`config.mk`:
```
export PLATFORM = sky130hd
export DESIGN_NAME = pixel_compositor
export DESIGN_NICKNAME = d
export VERILOG_FILES = /design/src/rtl/pixel_compositor_pkg.sv /design/src/rtl/pixel_compositor_pipe_delay.sv /design/src/rtl/pixel_compositor.sv
export SDC_FILE = /design/constraint.sdc
export NUM_CORES = 1
export LEC_CHECK = 0
export CAP_MARGIN = 20
export CORE_AREA = 2 2 132 134
export CTS_BUF_LIST = sky130_fd_sc_hd__clkbuf_8 sky130_fd_sc_hd__clkbuf_16
export CTS_CLUSTER_SIZE = 40
export DETAILED_ROUTE_END_ITERATION = 7
export DIE_AREA = 0 0 134 136
export PLACE_DENSITY_LB_ADDON = 0.05
export SYNTH_ARGS = -nofsm -noshare
export SYNTH_HDL_FRONTEND = slang
export SYNTH_SLANG_ARGS = --single-unit
export TNS_END_PERCENT = 20
```
`constraint.sdc`:
```
create_clock -name clk -period 3.25 [get_ports clk]
set_clock_uncertainty 0.15 [all_clocks]
set_input_delay 0.65 -clock clk [delete_from_list [all_inputs] [get_ports clk]]
set_output_delay 0.65 -clock clk [all_outputs]
set_load 0.01 [all_outputs]
```
`src/rtl/pixel_compositor_pkg.sv`:
```
// -----------------------------------------------------------------------------
// pixel_compositor_pkg
// Shared constants and types for the pixel compositor slice.
//   KEY_COLOR  : colour-key value meaning "transparent" in sprite ROMs
//   LANE_W     : width of one lane in pixels (8 lanes across the screen)
//   FARMER_Y   : first row of the farmer band
//   H_VISIBLE / V_VISIBLE : visible raster size
//   layer_e    : layer identifiers used by the compose stage
//   rgb12_t    : 4:4:4 pixel
//   hits_t     : per-sprite-layer hit bits carried down the sideband
//   flash_state_e : penalty-flash FSM states
//   lane_of()  : constant compare chain replacing h_cnt / LANE_W
// -----------------------------------------------------------------------------
package pixel_compositor_pkg;

    localparam logic [11:0] KEY_COLOR = 12'h0F0;
    localparam int          LANE_W    = 80;
    localparam int          FARMER_Y  = 400;
    localparam int          H_VISIBLE = 640;
    localparam int          V_VISIBLE = 480;
    localparam int          NUM_LANES = 8;

    // Lane code returned when the column lies outside every lane.
    localparam logic [3:0]  NO_LANE   = 4'd8;

    typedef enum logic [2:0] {
        LAYER_BG,
        LAYER_BUG,
        LAYER_FARMER,
        LAYER_GREEN,
        LAYER_ORANGE,
        LAYER_YELLOW
    } layer_e;

    typedef struct packed {
        logic [3:0] r;
        logic [3:0] g;
        logic [3:0] b;
    } rgb12_t;

    typedef struct packed {
        logic farmer;
        logic bug;
        logic green;
        logic orange;
        logic yellow;
    } hits_t;

    typedef enum logic {
        FL_IDLE,
        FL_FLASH
    } flash_state_e;

    // Lane index of column h: the highest lane whose left boundary is <= h.
    // Columns at or beyond the last lane edge (or the visible width) get NO_LANE.
    function automatic logic [3:0] lane_of(input logic [9:0] h, input int lane_w);
        logic [3:0] lane;
        lane = NO_LANE;
        for (int i = 0; i < NUM_LANES; i++) begin
            if (int'(h) >= i * lane_w)
                lane = i[3:0];
        end
        if (int'(h) >= NUM_LANES * lane_w || int'(h) >= H_VISIBLE)
            lane = NO_LANE;
        return lane;
    endfunction

endpackage

```
`src/rtl/pixel_compositor_pipe_delay.sv`:
```
// -----------------------------------------------------------------------------
// pipe_delay
// Fixed-depth register shift line with a synchronous reset value.
//   clk, rst : pixel clock, synchronous active-high reset
//   d        : WIDTH-bit input
//   q        : d delayed by DEPTH clocks (RESET_VAL while the line refills)
// -----------------------------------------------------------------------------
module pipe_delay #(
    parameter int               WIDTH     = 1,
    parameter int               DEPTH     = 1,
    parameter logic [WIDTH-1:0] RESET_VAL = '0
) (
    input  logic             clk,
    input  logic             rst,
    input  logic [WIDTH-1:0] d,
    output logic [WIDTH-1:0] q
);

    logic [WIDTH-1:0] stage [DEPTH];

    // NOTE: every stage is reset here (unlike a RAM) because downstream logic
    // treats the reset value as "no pixel / syncs inactive" while refilling.
    always_ff @(posedge clk) begin
        if (rst) begin
            for (int i = 0; i < DEPTH; i++)
                stage[i] <= RESET_VAL;
        end else begin
            stage[0] <= d;
            for (int i = 1; i < DEPTH; i++)
                stage[i] <= stage[i-1];
        end
    end

    assign q = stage[DEPTH-1];

endmodule

```
`src/rtl/pixel_compositor.sv`:
```
// -----------------------------------------------------------------------------
// pixel_compositor
// Registers per-layer ROM addresses, composites the returned sprite/background
// pixels by fixed priority (farmer > bug > green > orange > yellow > bg) with
// colour-key transparency, and outputs VGA colour with aligned syncs.
// A red "penalty flash" tints the picture for FLASH_FRAMES frames whenever
// score_neg changes.
//   clk, rst            : pixel clock, synchronous active-high reset
//   valid_in            : current pixel is inside the visible area
//   hsync_in, vsync_in  : raw syncs (active low)
//   h_cnt, v_cnt        : current pixel coordinates
//   pixel_addr_*        : per-layer ROM addresses from the address generator
//   show_*, *_x         : sprite layer enables and lane indices
//   score_neg           : penalty score; any change triggers the flash
//   rom_addr_*          : registered ROM addresses
//   rom_data_*          : ROM data, ROM_LAT cycles after rom_addr_*
//   vga_r/g/b, hsync, vsync : output, ROM_LAT + 2 cycles after the inputs
// -----------------------------------------------------------------------------
module pixel_compositor #(
    parameter int          ROM_LAT      = 1,
    parameter logic [11:0] KEY_COLOR    = pixel_compositor_pkg::KEY_COLOR,
    parameter int          LANE_W       = pixel_compositor_pkg::LANE_W,
    parameter int          FARMER_Y     = pixel_compositor_pkg::FARMER_Y,
    parameter int          FLASH_FRAMES = 8
) (
    input  logic        clk,
    input  logic        rst,
    input  logic        valid_in,
    input  logic        hsync_in,
    input  logic        vsync_in,
    input  logic [9:0]  h_cnt,
    input  logic [9:0]  v_cnt,
    input  logic [16:0] pixel_addr_bg,
    input  logic [16:0] pixel_addr_bug,
    input  logic [16:0] pixel_addr_farmer,
    input  logic [16:0] pixel_addr_green,
    input  logic [16:0] pixel_addr_orange,
    input  logic [16:0] pixel_addr_yellow,
    input  logic        show_bug,
    input  logic        show_farmer,
    input  logic        show_green,
    input  logic        show_orange,
    input  logic        show_yellow,
    input  logic [2:0]  bug_x,
    input  logic [2:0]  farmer_x,
    input  logic [2:0]  green_x,
    input  logic [2:0]  orange_x,
    input  logic [2:0]  yellow_x,
    input  logic [5:0]  score_neg,
    output logic [16:0] rom_addr_bg,
    output logic [16:0] rom_addr_bug,
    output logic [16:0] rom_addr_farmer,
    output logic [16:0] rom_addr_green,
    output logic [16:0] rom_addr_orange,
    output logic [16:0] rom_addr_yellow,
    input  logic [11:0] rom_data_bg,
    input  logic [11:0] rom_data_bug,
    input  logic [11:0] rom_data_farmer,
    input  logic [11:0] rom_data_green,
    input  logic [11:0] rom_data_orange,
    input  logic [11:0] rom_data_yellow,
    output logic [3:0]  vga_r,
    output logic [3:0]  vga_g,
    output logic [3:0]  vga_b,
    output logic        hsync,
    output logic        vsync
);

    import pixel_compositor_pkg::*;

    localparam int SB_W  = 3 + $bits(hits_t);
    localparam int CNT_W = $clog2(FLASH_FRAMES + 1);

    // ---------------- Stage S0: addresses and sideband ----------------
    logic [3:0] lane;
    hits_t      hits_d;

    always_comb begin
        lane   = lane_of(h_cnt, LANE_W);
        // NOTE: every always_comb output gets a default first so no latch is
        // inferred on any path.
        hits_d        = '0;
        hits_d.bug    = show_bug    && (lane == {1'b0, bug_x});
        hits_d.farmer = show_farmer && (lane == {1'b0, farmer_x})
                        && (int'(v_cnt) >= FARMER_Y);
        hits_d.green  = show_green  && (lane == {1'b0, green_x});
        hits_d.orange = show_orange && (lane == {1'b0, orange_x});
        hits_d.yellow = show_yellow && (lane == {1'b0, yellow_x});
    end

    logic  s0_valid, s0_hsync, s0_vsync;
    hits_t s0_hits;

    // NOTE: sequential state uses non-blocking assignments so every register
    // samples the pre-edge value of its inputs.
    always_ff @(posedge clk) begin
        if (rst) begin
            rom_addr_bg     <= '0;
            rom_addr_bug    <= '0;
            rom_addr_farmer <= '0;
            rom_addr_green  <= '0;
            rom_addr_orange <= '0;
            rom_addr_yellow <= '0;
            s0_valid        <= 1'b0;
            s0_hsync        <= 1'b1;
            s0_vsync        <= 1'b1;
            s0_hits         <= '0;
        end else begin
            rom_addr_bg     <= pixel_addr_bg;
            rom_addr_bug    <= pixel_addr_bug;
            rom_addr_farmer <= pixel_addr_farmer;
            rom_addr_green  <= pixel_addr_green;
            rom_addr_orange <= pixel_addr_orange;
            rom_addr_yellow <= pixel_addr_yellow;
            s0_valid        <= valid_in;
            s0_hsync        <= hsync_in;
            s0_vsync        <= vsync_in;
            s0_hits         <= hits_d;
        end
    end

    // ---------------- Stages S1..S_ROM_LAT: align sideband with ROM data ----------------
    logic [SB_W-1:0] sb_q;
    logic            d_valid, d_hsync, d_vsync;
    hits_t           d_hits;

    pipe_delay #(
        .WIDTH     (SB_W),
        .DEPTH     (ROM_LAT),
        .RESET_VAL ({1'b0, 1'b1, 1'b1, {$bits(hits_t){1'b0}}})
    ) u_sideband (
        .clk (clk),
        .rst (rst),
        .d   ({s0_valid, s0_hsync, s0_vsync, s0_hits}),
        .q   (sb_q)
    );

    assign {d_valid, d_hsync, d_vsync, d_hits} = sb_q;

    // ---------------- Penalty flash FSM ----------------
    logic         vsync_prev;
    logic         vsync_fall;
    logic         primed;
    logic [5:0]   score_prev;
    logic         score_change;
    logic [CNT_W-1:0] flash_cnt;
    flash_state_e flash_state;

    pipe_delay #(
        .WIDTH     (1),
        .DEPTH     (1),
        .RESET_VAL (1'b1)
    ) u_vsync_prev (
        .clk (clk),
        .rst (rst),
        .d   (vsync_in),
        .q   (vsync_prev)
    );

    assign vsync_fall   = vsync_prev && !vsync_in;
    // score_prev is meaningless until one post-reset sample has been taken.
    assign score_change = primed && (score_neg != score_prev);

    always_ff @(posedge clk) begin
        if (rst) begin
            flash_state <= FL_IDLE;
            flash_cnt   <= '0;
            score_prev  <= '0;
            primed      <= 1'b0;
        end else begin
            primed     <= 1'b1;
            score_prev <= score_neg;
            // A change wins over a simultaneous vsync edge: reload, not decrement.
            if (score_change) begin
                flash_state <= FL_FLASH;
                flash_cnt   <= CNT_W'(FLASH_FRAMES);
            end else if (flash_state == FL_FLASH && vsync_fall) begin
                if (flash_cnt <= CNT_W'(1)) begin
                    flash_cnt   <= '0;
                    flash_state <= FL_IDLE;
                end else begin
                    flash_cnt <= flash_cnt - CNT_W'(1);
                end
            end
        end
    end

    // ---------------- Compose stage ----------------
    layer_e win;
    rgb12_t pix;
    rgb12_t out_px;

    always_comb begin
        // Later assignments override earlier ones, so the list runs from
        // lowest to highest priority.
        win = LAYER_BG;
        if (d_hits.yellow && rom_data_yellow != KEY_COLOR) win = LAYER_YELLOW;
        if (d_hits.orange && rom_data_orange != KEY_COLOR) win = LAYER_ORANGE;
        if (d_hits.green  && rom_data_green  != KEY_COLOR) win = LAYER_GREEN;
        if (d_hits.bug    && rom_data_bug    != KEY_COLOR) win = LAYER_BUG;
        if (d_hits.farmer && rom_data_farmer != KEY_COLOR) win = LAYER_FARMER;

        case (win)
            LAYER_FARMER: pix = rom_data_farmer;
            LAYER_BUG:    pix = rom_data_bug;
            LAYER_GREEN:  pix = rom_data_green;
            LAYER_ORANGE: pix = rom_data_orange;
            LAYER_YELLOW: pix = rom_data_yellow;
            default:      pix = rom_data_bg;
        endcase

        out_px = pix;
        if (flash_state == FL_FLASH)
            out_px = '{r: 4'hF, g: pix.g >> 1, b: pix.b >> 1};
        if (!d_valid)
            out_px = '0;
    end

    always_ff @(posedge clk) begin
        if (rst) begin
            vga_r <= '0;
            vga_g <= '0;
            vga_b <= '0;
            hsync <= 1'b1;
            vsync <= 1'b1;
        end else begin
            vga_r <= out_px.r;
            vga_g <= out_px.g;
            vga_b <= out_px.b;
            hsync <= d_hsync;
            vsync <= d_vsync;
        end
    end

endmodule

```
==> run summary, run 1 <==
Status: finished, final reports clean
Cell Int Power: 3.32 mW
RSZ-0062 raised after global routing: no
DR WL/cell: 16.6 um
Ys async rst share: 0
Number of core rows: 48
Num CTS Buffers: 17
Leakage power: 3.56 nW
Post-synthesis cell count: 495
Hold Vio Cnt, Final: 0
Die extent in x: 134 um
#FFs+latches synth: 145
Register-to-register setup slack: 1.26 ns
Post-DP HPWL: 14.5 mm
Combinational Power Share: 0.152
Final core utilization: 0.563
CTS Sinks: 145
Setup violators final: 0
Max-slew violations: 0
ANT nets after route: 0
Yosys top cell by area: dfxtp_1
Nets@finish: 1071
Synth Area in Adders: 0.00663
Worst-path maximum fanout: 7
Grt ovf: 0
Post-synthesis xor/xnor area fraction: 0.0332
Crit-path leading delay family: compound AO/OA/AOI/OAI gates
Clock Root Buffer: clkbuf_16
Seq/Total Area, Yosys: 0.550
CP Cell Sequence: clkdlybuf4s50_1, or4bb_2, o31ai_4, buf_4, nand3_4, o31a_1, o32ai_2
Die Outline Area: 0.0182 mm^2
GP Congestion: 0.936
Least-Margin Pin Slew: 0.717 ns
Dpl ws: -0.0811 ns
Sequential Power Share: 0.429
Chip height: 136 um
Post_cts resized: 0
Multiplexer share of the synthesized area: 0.00403
Max-cap violations: 0
Post-CTS setup buffer count: 0
Router iterations before antenna repair: 6
Iteration-0 DRC Markers: 133
Synth Area in Simple Gates: 0.262
Maximum VDD drop: 0.328 mV
HP Class: flop to flop
Hold WS: 0.258 ns
Initial antenna violation count: 0
Largest family of logic cells by synthesized area: simple AND/OR/NAND/NOR gates
Synthesis-to-finish area growth: 79.9%
Worst setup SP type: input pin
Clock H-tree levels: 4
Post-Syn Nets: 722
Starting Density: 0.313
Total Power: 4.40 mW
I/O pins: 341
CP bufs+invs: 2
Sw power: 1.08 mW
Final Cycle Share: 0.898
Min cycle time layout: 2.92 ns
Vias in the first global route: 5182
Avg Cell Area, Syn: 10.7 um^2
Share of layout cells above drive strength 1: 0.0980
CTS tree: built
Power Density: 463 mW/mm^2
CTS max path bufs: 2
Distinct cells, synth: 69
Required @ worst endpoint: 3.43 ns
Routed vias: 4854
CTS Hold Bufs: 0
Final Cell Area: 0.00950 mm^2
Largest net degree at the start of global routing: 79
EDFF count, synth: 0
Core Region: 0.0169 mm^2
Yosys warnings: 0
Top_reg_cell synth: dfxtp_1
Top cells by area, synth: dfxtp_1, nor2b_1, nor2_1, xor2_1, o31ai_4
Sw Share: 0.245
Worst rel slew slack: 0.519
FMAX: 343 MHz
Synth top area share: 0.550
PortBufs: 332
Critical Path End Type: flop
Max stage delay cell, worst path: or4bb_2
Final WS setup: 0.331 ns
Drt total wl: 18.0 mm
Complex-gate fraction of the synthesized area: 0.121
Placed cell areas: 0.00894 mm^2
GRT Overall Usage: 0.195
Worst-skew pair later-pin latency: 0.42 ns
Via-per-instance ratio: 4.49
Synth Cell Area: 0.00528 mm^2
Crit-path max cell delay: 0.71 ns
Ant diodes: 0
Clk slew on worst S/H paths: 0.06 ns
CP Class: input pin to flop
DRC viols: 0
Power share of the clock group: 0.419
Global-route wire length before repair: 26.9 mm
Critical Path AT: 3.10 ns
path summary, 6_finish.rpt:
kind / endpoint / cells past startpoint / start
min reg2reg: hsync$_SDFF_PP1_ / 1 / u_sideband.stage[0][6]$_SDFF_PP1_
max reg2reg: vga_r[3]$_SDFF_PP0_ / 5 / u_sideband.stage[0][4]$_SDFF_PP0_
min: hsync$_SDFF_PP1_ / 1 / u_sideband.stage[0][6]$_SDFF_PP1_
max: vga_g[1]$_SDFF_PP0_ / 7 / rom_data_green[6]
power groups by stage:
stage	Clock (mW)	Combinational [mW]	Sequential, mW
floorplan	0	0.173	1.96
global placement	0	0.666	1.93
detailed placement	0	0.673	1.93
CTS	1.90	0.676	1.89
global route	1.97	0.715	1.90
finish	1.84	0.669	1.89
sequential cells by signal (all words and copies together) (netlist names):
register,flops
flash_cnt,4
s0_vsync,1
u_vsync_prev.stage,1
hsync,1
rom_addr_bug,17
rom_addr_yellow,17
score_prev,6
primed,1
rom_addr_bg,17
s0_valid,1
flash_state,1
rom_addr_green,17
vga_r,4
u_sideband.stage,8
rom_addr_orange,17
rom_addr_farmer,17
s0_hits,5
vga_b,4
s0_hsync,1
vga_g,4
vsync,1
cell families after synthesis:
family	Yosys count
AO/OA/AOI/OAI	73
AND/OR/NAND/NOR	225
XOR/XNOR	20
multiplexers	2
buffers and inverters	27
adder cells (fa/ha/maj)	3
flip-flops	145
final cells by class:
type	instances	area (um^2)
Timing Repair Buffer	348	3470
Multi-Input combinational cell	323	2260
Fill cell	1477	7370
Tap cell	225	282
Clock buffer	18	439
Sequential cell	145	2900
Inverter	9	33.8
Clock inverter	14	123
per-stage QoR:
step                setup TNS, ns  cells
CTS                             0   1082
global route                    0   1082
finish                          0   1082
detailed placement         -0.311   1050
floorplan                       0    495
global placement          -0.0329   1050
worst reg2reg max path, delay by kind of cell, from the launching register on:
kind                   cells  cell delay, ns
buffers and inverters      1            0.17
DFF                        1            0.55
and+or+nand+nor            1            0.11
AOI/OAI and AO/OA          3            0.88
layout by cell type (no fill, tap or decap), types with 3 or more instances in the layout:
cell type | Yosys | layout
nand3b_1 | 3 | 3
xnor2_1 | 8 | 8
clkbuf_16 | 0 | 17
o31ai_1 | 3 | 3
nor2_1 | 31 | 31
o31a_1 | 4 | 4
a221oi_1 | 5 | 5
nor2b_1 | 117 | 117
a31oi_1 | 7 | 7
xor2_1 | 12 | 12
clkinvlp_4 | 0 | 3
buf_4 | 1 | 15
inv_8 | 0 | 3
clkinv_4 | 0 | 4
a21o_2 | 3 | 3
a2bb2oi_1 | 3 | 3
or4b_1 | 3 | 3
o32ai_1 | 3 | 3
a211oi_1 | 3 | 3
or2_2 | 7 | 7
a22oi_1 | 3 | 3
nand2_1 | 15 | 15
or4b_4 | 4 | 4
nor3_1 | 10 | 10
o21ai_0 | 3 | 3
nand3_1 | 13 | 13
o31ai_4 | 4 | 4
inv_6 | 0 | 3
dfxtp_1 | 145 | 145
a21oi_1 | 11 | 11
clkdlybuf4s50_1 | 0 | 331
inv_1 | 9 | 9
metal layers:
| layer | vias to the layer above | track usage | routed length, um |
|---|---|---|---|
| met5 | - | 0 | 0 |
| met4 | 0 | 0.0857 | 503 |
| met3 | 31 | 0.0940 | 1790 |
| met2 | 213 | 0.349 | 9290 |
| met1 | 2203 | 0.193 | 6430 |
| li1 | 2407 | - | - |
synthesized netlist by cell type (4+ instances only):
| library cell | count |
|---|---|
| dfxtp_1 | 145 |
| xor2_1 | 12 |
| a21oi_1 | 11 |
| nor3_1 | 10 |
| o31ai_4 | 4 |
| nand2_1 | 15 |
| nor2b_1 | 117 |
| xnor2_1 | 8 |
| clkbuf_1 | 14 |
| a31oi_1 | 7 |
| or4b_4 | 4 |
| nand3_1 | 13 |
| a221oi_1 | 5 |
| nor2_1 | 31 |
| o31a_1 | 4 |
| inv_1 | 9 |
| or2_2 | 7 |
Power figures use the tool's default switching activity.
==> inputs of run 2 (changes only) <==
Settings changed: GPL_ROUTABILITY_DRIVEN set to 1.
==> results of run 2 <==
Final layout, timing and power as in run 1 (identical DEF).
